`config.mk`:
```
export PLATFORM = sky130hd
export DESIGN_NAME = systolic_tile_sequencer
export DESIGN_NICKNAME = d
export VERILOG_FILES = /design/src/rtl/systolic_tile_sequencer.sv
export SDC_FILE = /design/constraint.sdc
export NUM_CORES = 1
export LEC_CHECK = 0
export ABC_AREA = 1
export CORE_ASPECT_RATIO = 2
export CORE_UTILIZATION = 30
export CTS_CLUSTER_DIAMETER = 120
export DETAILED_ROUTE_END_ITERATION = 8
export GPL_TIMING_DRIVEN = 0
export PLACE_DENSITY_LB_ADDON = 0.15
export SLEW_MARGIN = 20
export SYNTH_ARGS = -nofsm -noshare
export SYNTH_HDL_FRONTEND = slang
export SYNTH_SLANG_ARGS = --single-unit
```
`constraint.sdc`:
```
create_clock -name clk -period 3.7 [get_ports clk]
set_input_delay 0.925 -clock clk [delete_from_list [all_inputs] [get_ports clk]]
set_output_delay 0.925 -clock clk [all_outputs]
set_load 0.02 [all_outputs]
```
`src/rtl/systolic_tile_sequencer.sv`:
```
// Tile sequencer: walks each tile through LOAD/FEED/DRAIN for a run-time tile count; job = num_tiles*(L+F+D) busy cycles.
// All outputs registered or decoded from state; no backpressure, abort cancels the job on the next edge.
module systolic_tile_sequencer #(
  parameter int ARRAY_N      = 128,
  parameter int LOAD_CYCLES  = ARRAY_N,
  parameter int FEED_CYCLES  = ARRAY_N,
  parameter int DRAIN_CYCLES = ARRAY_N,
  parameter int CNT_W        = 9,
  parameter int TILE_W       = 8
) (
  input  logic              clk,
  input  logic              rst,
  input  logic              start,
  input  logic              abort,
  input  logic [TILE_W-1:0] num_tiles,
  output logic              busy,
  output logic [1:0]        phase,
  output logic              w_load_en,
  output logic              feed_en,
  output logic              drain_en,
  output logic [CNT_W-1:0]  phase_count,
  output logic [CNT_W-1:0]  tile_count,
  output logic [TILE_W-1:0] tile_idx,
  output logic              tile_done,
  output logic              job_done,
  output logic              end_signal
);

  localparam logic [1:0] S_IDLE  = 2'd0;
  localparam logic [1:0] S_LOAD  = 2'd1;
  localparam logic [1:0] S_FEED  = 2'd2;
  localparam logic [1:0] S_DRAIN = 2'd3;

  localparam logic [CNT_W-1:0] LOAD_LAST  = CNT_W'(LOAD_CYCLES - 1);
  localparam logic [CNT_W-1:0] FEED_LAST  = CNT_W'(FEED_CYCLES - 1);
  localparam logic [CNT_W-1:0] DRAIN_LAST = CNT_W'(DRAIN_CYCLES - 1);

  logic [1:0]        r_phase;
  logic [1:0]        w_nxt_phase;
  logic [CNT_W-1:0]  r_phase_count;
  logic [CNT_W-1:0]  r_tile_count;
  logic [TILE_W-1:0] r_tile_idx;
  logic [TILE_W-1:0] r_num_tiles;
  logic              r_tile_done;
  logic              r_job_done;
  logic              r_end;
  logic              w_phase_end;
  logic              w_last_tile;
  logic              w_accept;
  logic              w_tile_end;

  assign w_accept    = (r_phase == S_IDLE) && start && !abort && (num_tiles != '0);
  assign w_last_tile = (r_tile_idx == r_num_tiles - TILE_W'(1));
  assign w_tile_end  = (r_phase == S_DRAIN) && w_phase_end;

  always_comb begin
    w_phase_end = 1'b0;
    case (r_phase)
      S_LOAD:  w_phase_end = (r_phase_count == LOAD_LAST);
      S_FEED:  w_phase_end = (r_phase_count == FEED_LAST);
      S_DRAIN: w_phase_end = (r_phase_count == DRAIN_LAST);
      default: w_phase_end = 1'b0;
    endcase
  end

  always_ff @(posedge clk or posedge rst) begin
    if (rst) begin
      r_phase <= S_IDLE;
    end else begin
      r_phase <= w_nxt_phase;
    end
  end

  always_comb begin
    w_nxt_phase = r_phase;
    if (abort) begin
      w_nxt_phase = S_IDLE;
    end else begin
      case (r_phase)
        S_IDLE:  if (w_accept)    w_nxt_phase = S_LOAD;
        S_LOAD:  if (w_phase_end) w_nxt_phase = S_FEED;
        S_FEED:  if (w_phase_end) w_nxt_phase = S_DRAIN;
        S_DRAIN: if (w_phase_end) w_nxt_phase = w_last_tile ? S_IDLE : S_LOAD;
        default: w_nxt_phase = S_IDLE;
      endcase
    end
  end

  // Counters and completion flags; abort outranks the final-DRAIN completion.
  always_ff @(posedge clk or posedge rst) begin
    if (rst) begin
      r_phase_count <= '0;
      r_tile_count  <= '0;
      r_tile_idx    <= '0;
      r_num_tiles   <= '0;
      r_tile_done   <= 1'b0;
      r_job_done    <= 1'b0;
      r_end         <= 1'b0;
    end else begin
      r_tile_done <= 1'b0;
      r_job_done  <= 1'b0;
      if (abort) begin
        r_phase_count <= '0;
        r_tile_count  <= '0;
        r_tile_idx    <= '0;
        r_end         <= 1'b0;
      end else if (w_accept) begin
        r_phase_count <= '0;
        r_tile_count  <= '0;
        r_tile_idx    <= '0;
        r_num_tiles   <= num_tiles;
        r_end         <= 1'b0;
      end else if (r_phase != S_IDLE) begin
        r_phase_count <= w_phase_end ? '0 : r_phase_count + CNT_W'(1);
        if (w_tile_end) begin
          r_tile_count <= '0;
          r_tile_done  <= 1'b1;
          if (w_last_tile) begin
            r_tile_idx <= '0;
            r_job_done <= 1'b1;
            r_end      <= 1'b1;
          end else begin
            r_tile_idx <= r_tile_idx + TILE_W'(1);
          end
        end else begin
          r_tile_count <= r_tile_count + CNT_W'(1);
        end
      end
    end
  end

  always_comb begin
    busy      = (r_phase != S_IDLE);
    phase     = r_phase;
    w_load_en = (r_phase == S_LOAD);
    feed_en   = (r_phase == S_FEED);
    drain_en  = (r_phase == S_DRAIN);
  end

  assign phase_count = r_phase_count;
  assign tile_count  = r_tile_count;
  assign tile_idx    = r_tile_idx;
  assign tile_done   = r_tile_done;
  assign job_done    = r_job_done;
  assign end_signal  = r_end;

endmodule

```
==> metrics.txt, run 1 <==
EDFF count, synth=0; GRT Total Usage=0.179; final core occ=0.399; Area Overhead vs Synth=30.1%; Via-to-Cell Ratio=around 4.8; Hold-fix buffers, CTS=0; Cell Pwr Density=568 nW/um2; Clk network pwr share=0.229; first-pass GRT wire length=roughly 11,000 um; maximum clock insertion buffer count=2; cells along the critical path=inv_1 -> ha_1 -> inv_1 -> clkdlybuf4s50_1; Die Ht=around 130 um; Worst slew margin=0.714; Max H-tree Level=2; Final WS setup=0.797 ns; status=completed; RSZ-0062 raised after global routing=false; Max Fclk=between 300 and 400 MHz; Gate power share=0.424; synth unique cells=28; Hold Path Class=reg -> reg; I/O pin count=47; DP Wirelength=between 5000 and 6000 um; Antenna diodes=0; GPL Wtd Cong=0.793; CP top delay family=buffers and inverters; FILL cells=approximately 850; worst vdd ir=around 0.00036 V; clock sink count=39; Worst Path Class, Setup=reg -> out; starting density of the core=0.307; CTS Buf Count=5; slowest stage delay, CP=~0.65 ns; max_cap viols=0; post-CTS setup buffers=0; Critical Path Most Common Cell=inv_1; Port Buffers=46; post-route cell area=between 3000 and 4000 um2; pin count of the biggest net entering global routing=27; DP Area=~3000 um2; share of layout cells above drive strength 1=0.0521; Main synth FF type=dfrtp_1; Final Skew=~0.0041 ns; Synth top area share=0.403; pre-CTS setup slack=about 0.71 ns; Yosys warnings=0; clock latency on the worst-skew pair=between 0.2 and 0.3 ns; commonest non-fill, non-tap cells in the layout=nand2_1, clkdlybuf4s50_1, inv_1, dfrtp_1, nor2_1; Power, Total=1.79 mW; Worst Path Max Fanout=6; Synth area leader=dfrtp_1; Tightest Pin Transition=~0.43 ns; DR WL/cell=between 10 and 15 um; # rows=46; Buf+Inv Stages, Crit Path=3; Slowest cell on crit path=clkdlybuf4s50_1; CTS tree=done; Switch Pwr=735 uW; final setup TNS=0 ns; initial DRC count=about 130; post-route ant nets=0; aggregate global routing overflow=0; vias in the first global route=roughly 2,300; WP data arrival=1.98 ns; critical path data required time=between 2 and 3 ns; final wirelength=between 6000 and 7000 um; register area share after synthesis=0.403; syn nets=352; Critical Path End Type=primary output; Final period util=0.785; Die X=approximately 66 um; Leak=1.46 nW; 1st-pass router iterations=4; Hold Violations, Final=0; Post-Syn Area=approximately 2400 um2; Post-Synthesis Cells=between 300 and 400; internal power=roughly 1.1 mW; initial antenna violation count=0; DRC=0; vias=2,319; Yosys reg bits=39; Post-Syn Area per Cell=7.31 um2; Reg clk slew, reported paths=approximately 0.06 ns; Startpoint Class=flip-flop; core area=7890 um2; number of setup violations in the final report=0; leading post-synthesis cells by cell area=dfrtp_1, nand2_1, inv_1, nand3_1, nor2_1; # resized after CTS=0; Post-synth ARST share=1.00; Die Area=between 8000 and 9000 um2; most common cell after layout, fill and taps aside=nand2_1; Max Slew Vio Count=0; CTS Root Cell=clkbuf_16; Final #Nets=approximately 410; fin crit period=around 2.9 ns; Switching Share=0.411; Seq pwr share=0.346
-- worst register-to-register path, delay by kind of cell (launching register included) --
kind,cells,cell delay [ns]
fa+ha+maj,1,0.28
flops,1,0.43
simple gates,5,0.90
buf+inv,2,0.30
compound gates,1,0.16
-- per-layer routing --
layer / global-route usage / vias to the layer above / wire (um)
met1: 0.171 / 1084 / 2470
met5: 0 / - / 0
li1: - / 1168 / -
met3: 0.0326 / 14 / 200
met4: 0.106 / 0 / 281
met2: 0.341 / 53 / 3910
-- cell usage after synthesis (4+ instances only) --
cell	n
nand4_1	6
xor2_1	7
o21ai_0	21
a21oi_1	10
nor3_1	11
dfrtp_1	39
ha_1	9
nand2_1	93
inv_1	46
nand3_1	30
nor2_1	33
nand3_2	4
xnor2_1	4
-- flip-flops by register name, summed over array words and instances, names as in the netlist --
register	count
phase_count	9
tile_count	9
r_num_tiles	8
tile_idx	8
phase	2
end_signal	1
job_done	1
tile_done	1
-- final cells by class --
class	count	area, um2	area share
Inverter	47	176	0.0560
Timing Repair Buffer	47	480	0.153
Multi-Input combinational cell	241	1240	0.395
Tap cell	96	120	0.0381
Buffer	4	25.0	0.00795
Clock buffer	6	129	0.0409
Sequential cell	39	976	0.310
-- logic make-up after synthesis --
| group | Yosys count | synth area share |
|---|---|---|
| compound gates | 36 | 0.0827 |
| xor+xnor | 11 | 0.0398 |
| fa+ha+maj | 9 | 0.0465 |
| buf+inv | 51 | 0.0832 |
| flops | 39 | 0.403 |
| simple gates | 185 | 0.344 |
-- power by group through the flow --
stage          Combinational, mW  Sequential [mW]  Clock [mW]
2_1_floorplan              0.465            0.649           0
6_report                   0.759            0.619       0.410
5_1_grt                    0.867            0.635       0.432
3_3_place_gp               0.753            0.628           0
3_5_place_dp               0.764            0.628           0
4_1_cts                    0.768            0.621       0.420
-- worst paths after layout --
kind	start	end	slack (ns)	cells after the start
worst max-delay path	phase[0]	busy	0.80	4
worst min-delay path	end_signal	end_signal	0.48	2
worst max register to register	phase[0]	tile_idx[7]	1.53	9
worst min register to register	end_signal	end_signal	0.48	2
max in group asynchronous	rst	tile_idx[2]	2.32	3
min in group asynchronous	rst	r_num_tiles[5]	0.91	2
-- metrics by stage --
stage,std cells,hold slack [ns]
after floorplan,331,0.473
after global placement,473,0.472
after detailed placement,474,0.477
after CTS,480,0.492
after global routing,480,0.524
final,480,0.481
(Power assumes the default switching activity.)
==> inputs of run 2 (changes only) <==
==> constraint.sdc (replaced) <==
create_clock -name clk -period 2.54 [get_ports clk]
set_input_delay 0.635 -clock clk [delete_from_list [all_inputs] [get_ports clk]]
set_output_delay 0.635 -clock clk [all_outputs]
set_load 0.02 [all_outputs]
==> metrics.txt, run 2 (synthesized netlist as in run 1, its figures left out) <==
status=completed; critical path data required time=between 2 and 3 ns; Final WS setup=~0.19 ns; Die Area=8450 um2; Final Skew=between 0.004 and 0.005 ns; WP data arrival=2.57 ns; Tightest Pin Transition=roughly 0.4 ns; first-pass GRT wire length=between 10,000 and 15,000 um; Worst Path Max Fanout=10; most common cell after layout, fill and taps aside=nand2_1; fin crit period=between 2 and 2.5 ns; DP Wirelength=roughly 5400 um; starting density of the core=0.307; Hold EP=end_signal; Worst Path Class, Setup=in -> reg; Worst Reg-to-Reg Cells=9; pre-CTS setup slack=-0.162 ns; # rows=46; Leak=1.46 nW; pin count of the biggest net entering global routing=27; setup slack, reg-to-reg=between 0.3 and 0.4 ns; CTS Buf Count=5; post-route cell area=~3200 um2; Hold Violations, Final=0; Final #Nets=approximately 400; maximum clock insertion buffer count=2; core area=between 7000 and 8000 um2; DP Area=3020 um2; Max Slew Vio Count=0; reg2reg end=phase_count[2]; 1st-pass router iterations=4; DR WL/cell=roughly 14 um; Max Fclk=425 MHz; Hold-fix buffers, CTS=0; Cell Pwr Density=approximately 820 nW/um2; Die X=around 66 um; final wirelength=between 6000 and 7000 um; initial antenna violation count=0; Power, Total=approximately 2.6 mW; Startpoint Class=input pin; RSZ-0062 raised after global routing=false; Hold Path Class=reg -> reg; initial DRC count=between 100 and 150; post-route ant nets=0; CTS Root Cell=clkbuf_16; cells along the critical path=clkdlybuf4s50_1 -> inv_2 -> nand3_2 -> o21bai_1 -> nand2_1 -> buf_2 -> buf_2 -> a21oi_1 -> a21oi_1; commonest non-fill, non-tap cells in the layout=nand2_1, inv_1, clkdlybuf4s50_1, dfrtp_1, nor2_1; clock sink count=39; GRT Total Usage=0.179; Critical Path End Type=flip-flop; aggregate global routing overflow=0; worst vdd ir=between 0.0005 and 0.0006 V; DRC=0; number of setup violations in the final report=0; hold_sp=end_signal; Slowest cell on crit path=clkdlybuf4s50_1; final setup TNS=0 ns; Via-to-Cell Ratio=slightly below 5; share of layout cells above drive strength 1=0.0521; Worst slew margin=0.733; CTS tree=done; I/O pin count=between 40 and 50; Area Overhead vs Synth=30.3%; Antenna diodes=0; Port Buffers=46; Die Ht=129 um; Final period util=0.926; vias=roughly 2,300; Reg clk slew, reported paths=0.06 ns; final core occ=0.400; hold path cells=2; Max H-tree Level=2; worst r2r src=phase[0]; clock latency on the worst-skew pair=approximately 0.28 ns; slowest stage delay, CP=approximately 0.55 ns; vias in the first global route=roughly 2,300; GPL Wtd Cong=between 0.7 and 0.8; max_cap viols=0
run 2: per-layer routing:
metal / part of all wire / vias to the layer above / track usage
met5: 0 / - / 0
met3: 0.029 / 14 / 0.0326
met2: 0.57 / 53 / 0.341
met4: 0.041 / 0 / 0.106
li1: - / 1168 / -
met1: 0.36 / 1082 / 0.171
run 2: worst max-delay path by stage:
stage | to | depth (start not counted) | startpoint | slack [ns]
4_1_cts | tile_idx[7] | 9 | abort | 0.14
5_1_grt | phase_count[2] | 9 | abort | 0.03
2_1_floorplan | tile_idx[6] | 9 | phase[0] | 0.54
3_5_place_dp | tile_idx[7] | 9 | abort | -0.16
6_report | phase_count[2] | 9 | abort | 0.19
3_3_place_gp | tile_idx[7] | 9 | abort | -0.19
run 2: critical path: cells and delay by family:
family	cells	cell delay [ns]
compound gates	3	0.41
buf+inv	4	1.25
simple gates	2	0.26
run 2: area by class of cell:
cell class | instances | area (um2)
inverters | 47 | 176
fillers | 853 | 4730
flip-flops and latches | 39 | 976
repair buffers | 47 | 479
plain buffers | 4 | 25.0
clock buffers | 6 | 129
multi-input cells | 241 | 1250
well taps | 96 | 120
run 2: per-stage QoR:
stage          hold slack [ns]  instances
2_1_floorplan            0.473        331
3_3_place_gp             0.472        473
3_5_place_dp             0.477        474
4_1_cts                  0.492        480
5_1_grt                  0.524        480
6_report                 0.481        480
run 2: timing repair:
| action | in CTS | in global routing |
|---|---|---|
| resized for setup | 1 | 1 |
| buffers inserted | 0 | 0 |
| endpoints found under the setup margin | 1 | 3 |
| gates cloned | 0 | 0 |
run 2: where the power goes:
group	leakage [nW]	total (mW)	internal [mW]	switching, mW
Clock	0.0628	0.598	0.353	0.244
Sequential	0.524	0.902	0.746	0.156
Combinational	0.878	1.10	0.430	0.671
Total	1.46	2.60	1.53	1.07
